`config.mk`:
```
export PLATFORM = sky130hd
export DESIGN_NAME = mem_access_ctrl
export DESIGN_NICKNAME = d
export VERILOG_FILES = /design/src/rtl/mem_access_ctrl.sv
export SDC_FILE = /design/constraint.sdc
export NUM_CORES = 1
export LEC_CHECK = 0
export CAP_MARGIN = 15
export CORE_AREA = 2 2 74 104
export CTS_CLUSTER_SIZE = 12
export DETAILED_ROUTE_END_ITERATION = 8
export DIE_AREA = 0 0 76 106
export GPL_TIMING_DRIVEN = 0
export PLACE_DENSITY = 0.85
export SLEW_MARGIN = 15
export SYNTH_ARGS = -nofsm -noshare
export SYNTH_HDL_FRONTEND = slang
export SYNTH_SLANG_ARGS = --single-unit
export TNS_END_PERCENT = 20
```
`constraint.sdc`:
```
create_clock -name clk -period 6.5 [get_ports clk]
set_input_delay 1.625 -clock clk [delete_from_list [all_inputs] [get_ports clk]]
set_output_delay 1.625 -clock clk [all_outputs]
set_load 0.03 [all_outputs]
```
`src/rtl/mem_access_ctrl.sv`:
```
// MEM-stage data-memory sequencer. Runs one memory instruction from EX/MEM as
// a cache handshake (word, byte and two-access indirect forms), stalls the
// upstream pipeline while the access is outstanding, then presents the load
// result and pulses the MEM_WB load enable for one cycle.
module mem_access_ctrl #(
  parameter int DATA_W = 16,
  parameter int OPC_W  = 4
) (
  input  logic              clk,
  input  logic              reset_n,
  input  logic              valid_in,
  input  logic [OPC_W-1:0]  opcode_in,
  input  logic              mem_read_in,
  input  logic              mem_write_in,
  input  logic [DATA_W-1:0] addr_in,
  input  logic [DATA_W-1:0] wdata_in,
  input  logic [DATA_W-1:0] dmem_rdata,
  input  logic              dmem_resp,
  output logic              dmem_read,
  output logic              dmem_write,
  output logic [DATA_W-1:0] dmem_addr,
  output logic [DATA_W-1:0] dmem_wdata,
  output logic [1:0]        dmem_byte_en,
  output logic [DATA_W-1:0] mem_rdata_out,
  output logic              load_memwb,
  output logic              stall_out
);

  localparam logic [1:0] S_IDLE = 2'd0;
  localparam logic [1:0] S_ACC  = 2'd1;
  localparam logic [1:0] S_IND  = 2'd2;
  localparam logic [1:0] S_DONE = 2'd3;

  localparam logic [OPC_W-1:0] OP_LDB = OPC_W'(4'b0010);
  localparam logic [OPC_W-1:0] OP_STB = OPC_W'(4'b0011);
  localparam logic [OPC_W-1:0] OP_LDI = OPC_W'(4'b1010);
  localparam logic [OPC_W-1:0] OP_STI = OPC_W'(4'b1011);

  logic [1:0]        state_q, state_d;
  logic [OPC_W-1:0]  opc_q, opc_d;
  logic              store_q, store_d;
  logic [DATA_W-1:0] addr_q, addr_d;
  logic [DATA_W-1:0] wdata_q, wdata_d;
  logic [DATA_W-1:0] ptr_q, ptr_d;
  logic [DATA_W-1:0] rdata_q, rdata_d;

  logic              memop;
  logic              start;
  logic              is_ind;
  logic              is_byte;
  logic [7:0]        sel_byte;
  logic [DATA_W-1:0] byte_sext;

  assign memop   = mem_read_in | mem_write_in;
  assign start   = valid_in & memop;
  assign is_ind  = (opc_q == OP_LDI) || (opc_q == OP_STI);
  assign is_byte = (opc_q == OP_LDB) || (opc_q == OP_STB);

  // Byte load: odd address picks the high byte, result is sign-extended.
  assign sel_byte  = addr_q[0] ? dmem_rdata[15:8] : dmem_rdata[7:0];
  assign byte_sext = {{(DATA_W-8){sel_byte[7]}}, sel_byte};

  // Sequencer next state; the instruction is captured on entry to ACC so the
  // request stays stable even if valid_in or the EX/MEM fields change.
  always_comb begin
    state_d = state_q;
    opc_d   = opc_q;
    store_d = store_q;
    addr_d  = addr_q;
    wdata_d = wdata_q;
    ptr_d   = ptr_q;
    rdata_d = rdata_q;
    case (state_q)
      S_IDLE: begin
        if (start) begin
          state_d = S_ACC;
          opc_d   = opcode_in;
          store_d = mem_write_in;
          addr_d  = addr_in;
          wdata_d = wdata_in;
        end
      end
      S_ACC: begin
        if (dmem_resp) begin
          if (is_ind) begin
            ptr_d   = dmem_rdata;
            state_d = S_IND;
          end else begin
            if (!store_q) rdata_d = is_byte ? byte_sext : dmem_rdata;
            state_d = S_DONE;
          end
        end
      end
      S_IND: begin
        if (dmem_resp) begin
          if (!store_q) rdata_d = dmem_rdata;
          state_d = S_DONE;
        end
      end
      default: state_d = S_IDLE;
    endcase
  end

  // State and datapath registers; reset abandons any outstanding access.
  always_ff @(posedge clk or negedge reset_n) begin
    if (!reset_n) begin
      state_q <= S_IDLE;
      opc_q   <= '0;
      store_q <= 1'b0;
      addr_q  <= '0;
      wdata_q <= '0;
      ptr_q   <= '0;
      rdata_q <= '0;
    end else begin
      state_q <= state_d;
      opc_q   <= opc_d;
      store_q <= store_d;
      addr_q  <= addr_d;
      wdata_q <= wdata_d;
      ptr_q   <= ptr_d;
      rdata_q <= rdata_d;
    end
  end

  // Cache request and pipeline handshake outputs, decoded from the state.
  always_comb begin
    dmem_read    = 1'b0;
    dmem_write   = 1'b0;
    dmem_addr    = '0;
    dmem_wdata   = '0;
    dmem_byte_en = 2'b00;
    load_memwb   = 1'b0;
    stall_out    = 1'b0;
    case (state_q)
      S_IDLE: begin
        load_memwb = valid_in & ~memop;
        // Reset holds stall low even though the FSM already reads IDLE.
        stall_out  = start & reset_n;
      end
      S_ACC: begin
        stall_out    = 1'b1;
        dmem_addr    = {addr_q[DATA_W-1:1], 1'b0};
        // Indirect forms fetch the pointer first, even for STI.
        dmem_read    = ~store_q | is_ind;
        dmem_write   = store_q & ~is_ind;
        dmem_byte_en = (is_byte && store_q) ? (addr_q[0] ? 2'b10 : 2'b01) : 2'b11;
        if (store_q && !is_ind)
          dmem_wdata = is_byte ? {(DATA_W/8){wdata_q[7:0]}} : wdata_q;
      end
      S_IND: begin
        stall_out    = 1'b1;
        dmem_addr    = {ptr_q[DATA_W-1:1], 1'b0};
        dmem_read    = ~store_q;
        dmem_write   = store_q;
        dmem_byte_en = 2'b11;
        if (store_q) dmem_wdata = wdata_q;
      end
      default: begin
        load_memwb = 1'b1;
      end
    endcase
  end

  assign mem_rdata_out = rdata_q;

endmodule

```
==> summary.txt, run 1 <==
status: finished, final reports clean
Pwr Total: 0.00264 W
Int Pwr: 0.00155 W
Avg Inst Size Synth: 11.2 um^2
die span in x: 76 um
Buffers on Ports: 109
Via density: 5.54
drt first pass iters: 4
Slew Limit Fails: 0
Worst path max stage delay: 700 ps
Final period util: 0.844
# fillers: 542
initial antenna violation count: 0
row count: 37
largest net degree at the start of global routing: 42
largest family of logic cells by synthesized area: multiplexers
Setup crit start kind: input pin
Vias: 2,946
die area: 0.00806 mm^2
Period minus WS final: 5480 ps
Hold Crit Class: reg -> reg
P&R area growth vs syn: 43.1%
crit path kind: in -> out
Worst-Margin Slew: 777 ps
Arr. time, crit path: 3860 ps
async set or reset register ratio after synthesis: 1.00
switching share of power: 0.414
Clock Skews: 4.43 ps
pwr dens: 534 mW/mm^2
Mapped Nets: 371
adder-cell area share of the yosys netlist: 0.0145
initial core utilization: 0.482
PostCTS Resize Cnt: 0
Reg power frac: 0.285
vias in the first global route: 2,919
Syn. warnings: 0
# diodes: 0
Post-synth EDFFs: 0
CTS clock-pin slew for the worst setup and hold paths: 70 ps
Wirelength per Cell: 17.3 um
area occupied by multi-input gates: 0.00154 mm^2
Final HPWL DP: 6990 um
Die Span Y: 106 um
Psw: 0.00109 W
endpoint class of the critical path: output port
Buf/Inv on CP: 4
flops & latches, synth: 69
pre-CTS setup slack: 1060 ps
CTS Hold Bufs: 0
Routed Antenna Nets: 0
crit-path max FO: 10
final setup fails: 0
Synth Cell Area: 0.00346 mm^2
CTS Sinks: 69
H-tree depth: 3
Max Root-Sink Buffers: 2
first-pass GRT wire length: 14,600 um
All-Layer GR Usage: 0.234
gpl congestion: 0.825
Synth Area in XOR/XNOR: 0
Lkg Pwr: 2.02 nW
Critical Path, Cell by Cell: clkdlybuf4s50_1 > o211a_1 > buf_2 > buf_2 > a21oi_1 > nor2_1 > clkdlybuf4s50_1
Area contributors post-synth: dfrtp_1 (50%), mux2_2 (17%), o31ai_1 (3.9%)
combinational fraction of design power: 0.545
Reg area: 0.00173 mm^2
mux cell area share after synthesis: 0.169
Final nets: 492
most instantiated cells after synthesis: dfrtp_1 (69), mux2_2 (51), inv_1 (19)
CP max stage cell: clkdlybuf4s50_1
CP top delay family: buffers and inverters
clock share of power: 0.170
Compound-Gate Fraction of Synth Area: 0.165
CP Data Required Time: 4880 ps
cell count after synthesis: 309
Worst VDD drop: 0.344 mV
most frequent cell after synthesis: dfrtp_1
Final WS setup: 1020 ps
Core Util, Final: 0.689
Worst-Skew Late Latency: 360 ps
num ports: 112
maximum clock frequency: 182 MHz
Synth cell types: 38
DR iter-0 viols: 274
cell taking the most area after synthesis: dfrtp_1
CTS Root Cell: clkbuf_8
Core ar.: 0.00718 mm^2
RSZ-0062 raised after global routing: false
CTS tree: done
Post-Synth Simple-Gate Area: 0.0952
GRT overflow: 0
Yosys top cell area share: 0.499
ys flop type: dfrtp_1
Seq/Total Area, Yosys: 0.499
Hold Vio Cnt, Final: 0
ratio of cells with drive above 1 in the final layout: 0.191
setup bufs post-CTS: 0
TritonCTS Buffers: 9
routed wire length: 9180 um
max cap viols: 0
worst relative slew slack: 0.480
DR DRC count: 0
## per-layer routing
layer	routed length [um]	global-route usage
met5	0	0
met2	4660	0.404
met1	3550	0.258
met3	719	0.0696
met4	248	0.126
## stage by stage
stage / hold WS [ps] / setup TNS [ps] / area [um^2] / cells
2_1_floorplan: 480 / 0 / 3460 / 309
3_3_place_gp: 485 / -566 / 4670 / 515
3_5_place_dp: 491 / 0 / 4690 / 516
4_1_cts: 505 / 0 / 4950 / 532
5_1_grt: 525 / 0 / 4950 / 532
6_report: 500 / 0 / 4950 / 532
## sequential cells by signal, indices dropped and copies added, names as in the netlist
signal         flops
wdata_q           16
opc_q              3
ptr_q             15
state_q            2
addr_q            16
mem_rdata_out     16
store_q            1
## power groups by stage
stage | logic, W | clock network [W] | registers [W]
final | 0.00144 | 0.000448 | 0.000755
after global routing | 0.00153 | 0.000471 | 0.000776
after CTS | 0.00144 | 0.000452 | 0.000755
after detailed placement | 0.00144 | 0 | 0.000761
after global placement | 0.00140 | 0 | 0.000750
after floorplan | 0.000857 | 0 | 0.000820
## cells by family (layout without fill, tap and decap cells)
family / count (synthesis) / in the layout
AOI/OAI and AO/OA: 78 / 78
muxes: 52 / 52
adders and majority gates: 4 / 4
and+or+nand+nor: 59 / 59
other: 1 / 1
buffers and inverters: 46 / 172
DFF: 69 / 69
## final timing paths
check | startpoint | cells past startpoint | slack, ps | to
max | valid_in | 7 | 1020 | stall_out
min | mem_rdata_out[12] | 2 | 500 | mem_rdata_out[12]
max reg2reg | state_q[1] | 7 | 4230 | mem_rdata_out[3]
min reg2reg | mem_rdata_out[12] | 2 | 500 | mem_rdata_out[12]
max in group asynchronous | reset_n | 2 | 4770 | addr_q[2]
min in group asynchronous | reset_n | 1 | 1190 | wdata_q[3]
## final cells by class
| type | instances | area share |
|---|---|---|
| Clock buffer | 13 | 0.0342 |
| Tap cell | 97 | 0.0245 |
| Clock inverter | 3 | 0.0182 |
| Sequential cell | 69 | 0.349 |
| Inverter | 20 | 0.0152 |
| Multi-Input combinational cell | 194 | 0.311 |
| Timing Repair Buffer | 110 | 0.224 |
| Buffer | 26 | 0.0238 |
## worst register-to-register path, delay by kind of cell (launching register included)
kind	cells	cell delay [ps]
simple gates	2	890
buf+inv	3	470
flops	1	410
fa+ha+maj	1	180
compound gates	1	180
## placed cells by master, fill, tap and decap left out, types with 3 or more instances in the layout
| cell type | Yosys | layout |
|---|---|---|
| a21oi_1 | 3 | 3 |
| a22oi_1 | 15 | 15 |
| a31oi_1 | 16 | 16 |
| buf_2 | 9 | 9 |
| buf_4 | 2 | 3 |
| bufinv_16 | 0 | 3 |
| clkbuf_1 | 13 | 14 |
| clkbuf_8 | 0 | 12 |
| clkdlybuf4s50_1 | 0 | 108 |
| dfrtp_1 | 69 | 69 |
| ha_1 | 4 | 4 |
| inv_1 | 19 | 19 |
| mux2_2 | 51 | 51 |
| nand2_1 | 3 | 3 |
| nand3_1 | 10 | 10 |
| nor2_1 | 12 | 12 |
| nor2b_1 | 16 | 16 |
| nor3_1 | 11 | 11 |
| o21ai_0 | 9 | 9 |
| o31ai_1 | 18 | 18 |
| o32ai_1 | 9 | 9 |
(Power assumes the default switching activity.)
==> run 2, diff against run 1 <==
--- a/config.mk
+++ b/config.mk
@@ -6,12 +6,12 @@
 export NUM_CORES = 1
 export LEC_CHECK = 0
 export CAP_MARGIN = 15
-export CORE_AREA = 2 2 74 104
+export CORE_AREA = 2 2 80 113
 export CTS_CLUSTER_SIZE = 12
 export DETAILED_ROUTE_END_ITERATION = 8
-export DIE_AREA = 0 0 76 106
+export DIE_AREA = 0 0 82 115
 export GPL_TIMING_DRIVEN = 0
-export PLACE_DENSITY = 0.85
+export PLACE_DENSITY = 0.76
 export SLEW_MARGIN = 15
 export SYNTH_ARGS = -nofsm -noshare
 export SYNTH_HDL_FRONTEND = slang
==> constraint.sdc (replaced) <==
create_clock -name clk -period 4.45 [get_ports clk]
set_input_delay 1.1125 -clock clk [delete_from_list [all_inputs] [get_ports clk]]
set_output_delay 1.1125 -clock clk [all_outputs]
set_load 0.03 [all_outputs]
==> summary.txt, run 2 (same netlist as run 1, synthesis figures left out) <==
pre-CTS setup slack: 64.6 ps (-1000 ps)
area occupied by multi-input gates: 0.00154 mm^2 (unchanged)
die area: 0.00943 mm^2 (+17%)
crit path kind: reg -> out
Final WS setup: 261 ps (-756 ps)
Wirelength per Cell: 17.3 um (+0.45%)
DR iter-0 viols: 160 (-42%)
H-tree depth: 3 (unchanged)
All-Layer GR Usage: 0.210 (-0.0239)
Arr. time, crit path: 3080 ps (-780 ps)
Worst-Skew Late Latency: 330 ps (-30 ps)
CTS Sinks: 69 (unchanged)
# diodes: 0 (unchanged)
Pwr Total: 0.00404 W (+53%)
initial antenna violation count: 0 (unchanged)
CP top delay family: buffers and inverters
Final nets: 492 (unchanged)
Period minus WS final: 4190 ps
pwr dens: 801 mW/mm^2 (+50%)
Routed Antenna Nets: 0 (unchanged)
Worst path max stage delay: 700 ps (about the same)
ratio of cells with drive above 1 in the final layout: 0.198 (+0.00690)
Buf/Inv on CP: 5 (+1)
vias in the first global route: 3,135 (+7.4%)
TritonCTS Buffers: 9 (unchanged)
maximum clock frequency: 239 MHz
largest net degree at the start of global routing: 41 (-2.4%)
Reg area: 0.00173 mm^2 (unchanged)
Setup crit start kind: flip-flop
Lkg Pwr: 2.09 nW (+3.0%)
Die Span Y: 115 um (+8.5%)
first-pass GRT wire length: 15,000 um (+2.7%)
row count: 40 (+8.1%)
# fillers: 720 (+33%)
num ports: 112 (unchanged)
Core ar.: 0.00841 mm^2 (+17%)
Max Root-Sink Buffers: 2 (unchanged)
Buffers on Ports: 109 (unchanged)
drt first pass iters: 5 (+1)
initial core utilization: 0.411 (-0.0706)
crit-path max FO: 10 (unchanged)
setup bufs post-CTS: 0 (unchanged)
status: finished, final reports clean
CTS tree: done
max cap viols: 0 (unchanged)
CP max stage cell: clkdlybuf4s50_1
endpoint class of the critical path: output port
CTS clock-pin slew for the worst setup and hold paths: 50 ps (-20 ps)
GRT overflow: 0 (unchanged)
worst relative slew slack: 0.461 (-0.0191)
Vias: 2,940 (-0.20%)
Hold Crit Class: reg -> reg
die span in x: 82 um (+7.9%)
Final HPWL DP: 7050 um (+0.84%)
Critical Path, Cell by Cell: inv_1 > ha_1 > clkbuf_1 > clkbuf_2 > buf_1 > o21ai_0 > a31oi_1 > clkdlybuf4s50_1
commonest non-fill, non-tap cell in the layout: clkdlybuf4s50_1
Via density: 5.44 (-1.7%)
DR DRC count: 0 (unchanged)
Worst VDD drop: 0.405 mV (+18%)
CP Data Required Time: 3340 ps (-1540 ps)
Final period util: 0.941
final setup fails: 0 (unchanged)
Slew Limit Fails: 0 (unchanged)
Worst-Margin Slew: 806 ps (+28.5 ps)
gpl congestion: 0.931 (+13%)
CTS Root Cell: clkbuf_16
CTS Hold Bufs: 0 (unchanged)
RSZ-0062 raised after global routing: false
Hold Vio Cnt, Final: 0 (unchanged)
most frequent cells in the layout: clkdlybuf4s50_1 (107), dfrtp_1 (69), mux2_2 (51)
Clock Skews: 9.34 ps (+4.91 ps)
P&R area growth vs syn: 46.1%
routed wire length: 9360 um (+2.0%)
## run 2: cell types whose count changed in the layout (fill, tap and decap cells not counted)
cell             delta
clkbuf_2            +2
clkdlybuf4s50_1     -1
dlymetal6s2s_1      +1
clkinv_2            +2
clkbuf_1            -3
clkbuf_8           -11
inv_6               +1
clkbuf_16           +9
## run 2: worst paths after layout
| kind | startpoint | endpoint | slack [ps] | cells after the start |
|---|---|---|---|---|
| min in group asynchronous | reset_n | state_q[0] | 720 | 1 |
| setup / recovery | state_q[1] | dmem_byte_en[1] | 260 | 8 |
| setup reg to reg | state_q[1] | mem_rdata_out[4] | 2110 | 7 |
| max in group asynchronous | reset_n | ptr_q[5] | 3190 | 2 |
| hold / removal | wdata_q[4] | wdata_q[4] | 510 | 1 |
| hold reg to reg | wdata_q[4] | wdata_q[4] | 510 | 1 |
## run 2: area by class of cell
type	instances	share of cell area
Multi-Input combinational cell	194	0.305
Clock inverter	6	0.0216
Clock buffer	10	0.0473
Inverter	20	0.0149
Timing Repair Buffer	110	0.220
Buffer	26	0.0238
Sequential cell	69	0.342
Tap cell	105	0.0260
## run 2: power by group
part           internal [W]  switching (W)
Sequential         0.000930       0.000169
Combinational      0.000916        0.00120
Clock              0.000562       0.000268
## run 2: metrics by stage
step	instance area [um^2]	setup TNS, ps	hold slack [ps]	util	std cells
4_1_cts	5040	0	511	0.600	540
3_3_place_gp	4680	-8280	485	0.557	523
3_5_place_dp	4700	0	496	0.559	524
6_report	5050	0	507	0.601	540
5_1_grt	5050	0	522	0.601	540
2_1_floorplan	3460	0	480	-	309
## run 2: what timing repair did
item | CTS | global route
setup endpoints to repair | 0 | 10
gates resized for setup | 0 | 5
endpoints found under the hold margin | 0 | 0
## run 2: layer usage
layer  GRT usage  share of wire
met5           0              0
met4       0.106          0.027
met2       0.361           0.52
met1       0.238           0.39
met3      0.0510          0.069
## run 2: worst register-to-register path, delay by kind of cell, from the launching register on
kind	cells	cell delay, ps
buf+inv	3	490
fa+ha+maj	1	180
simple gates	2	930
compound gates	1	190
flops	1	380
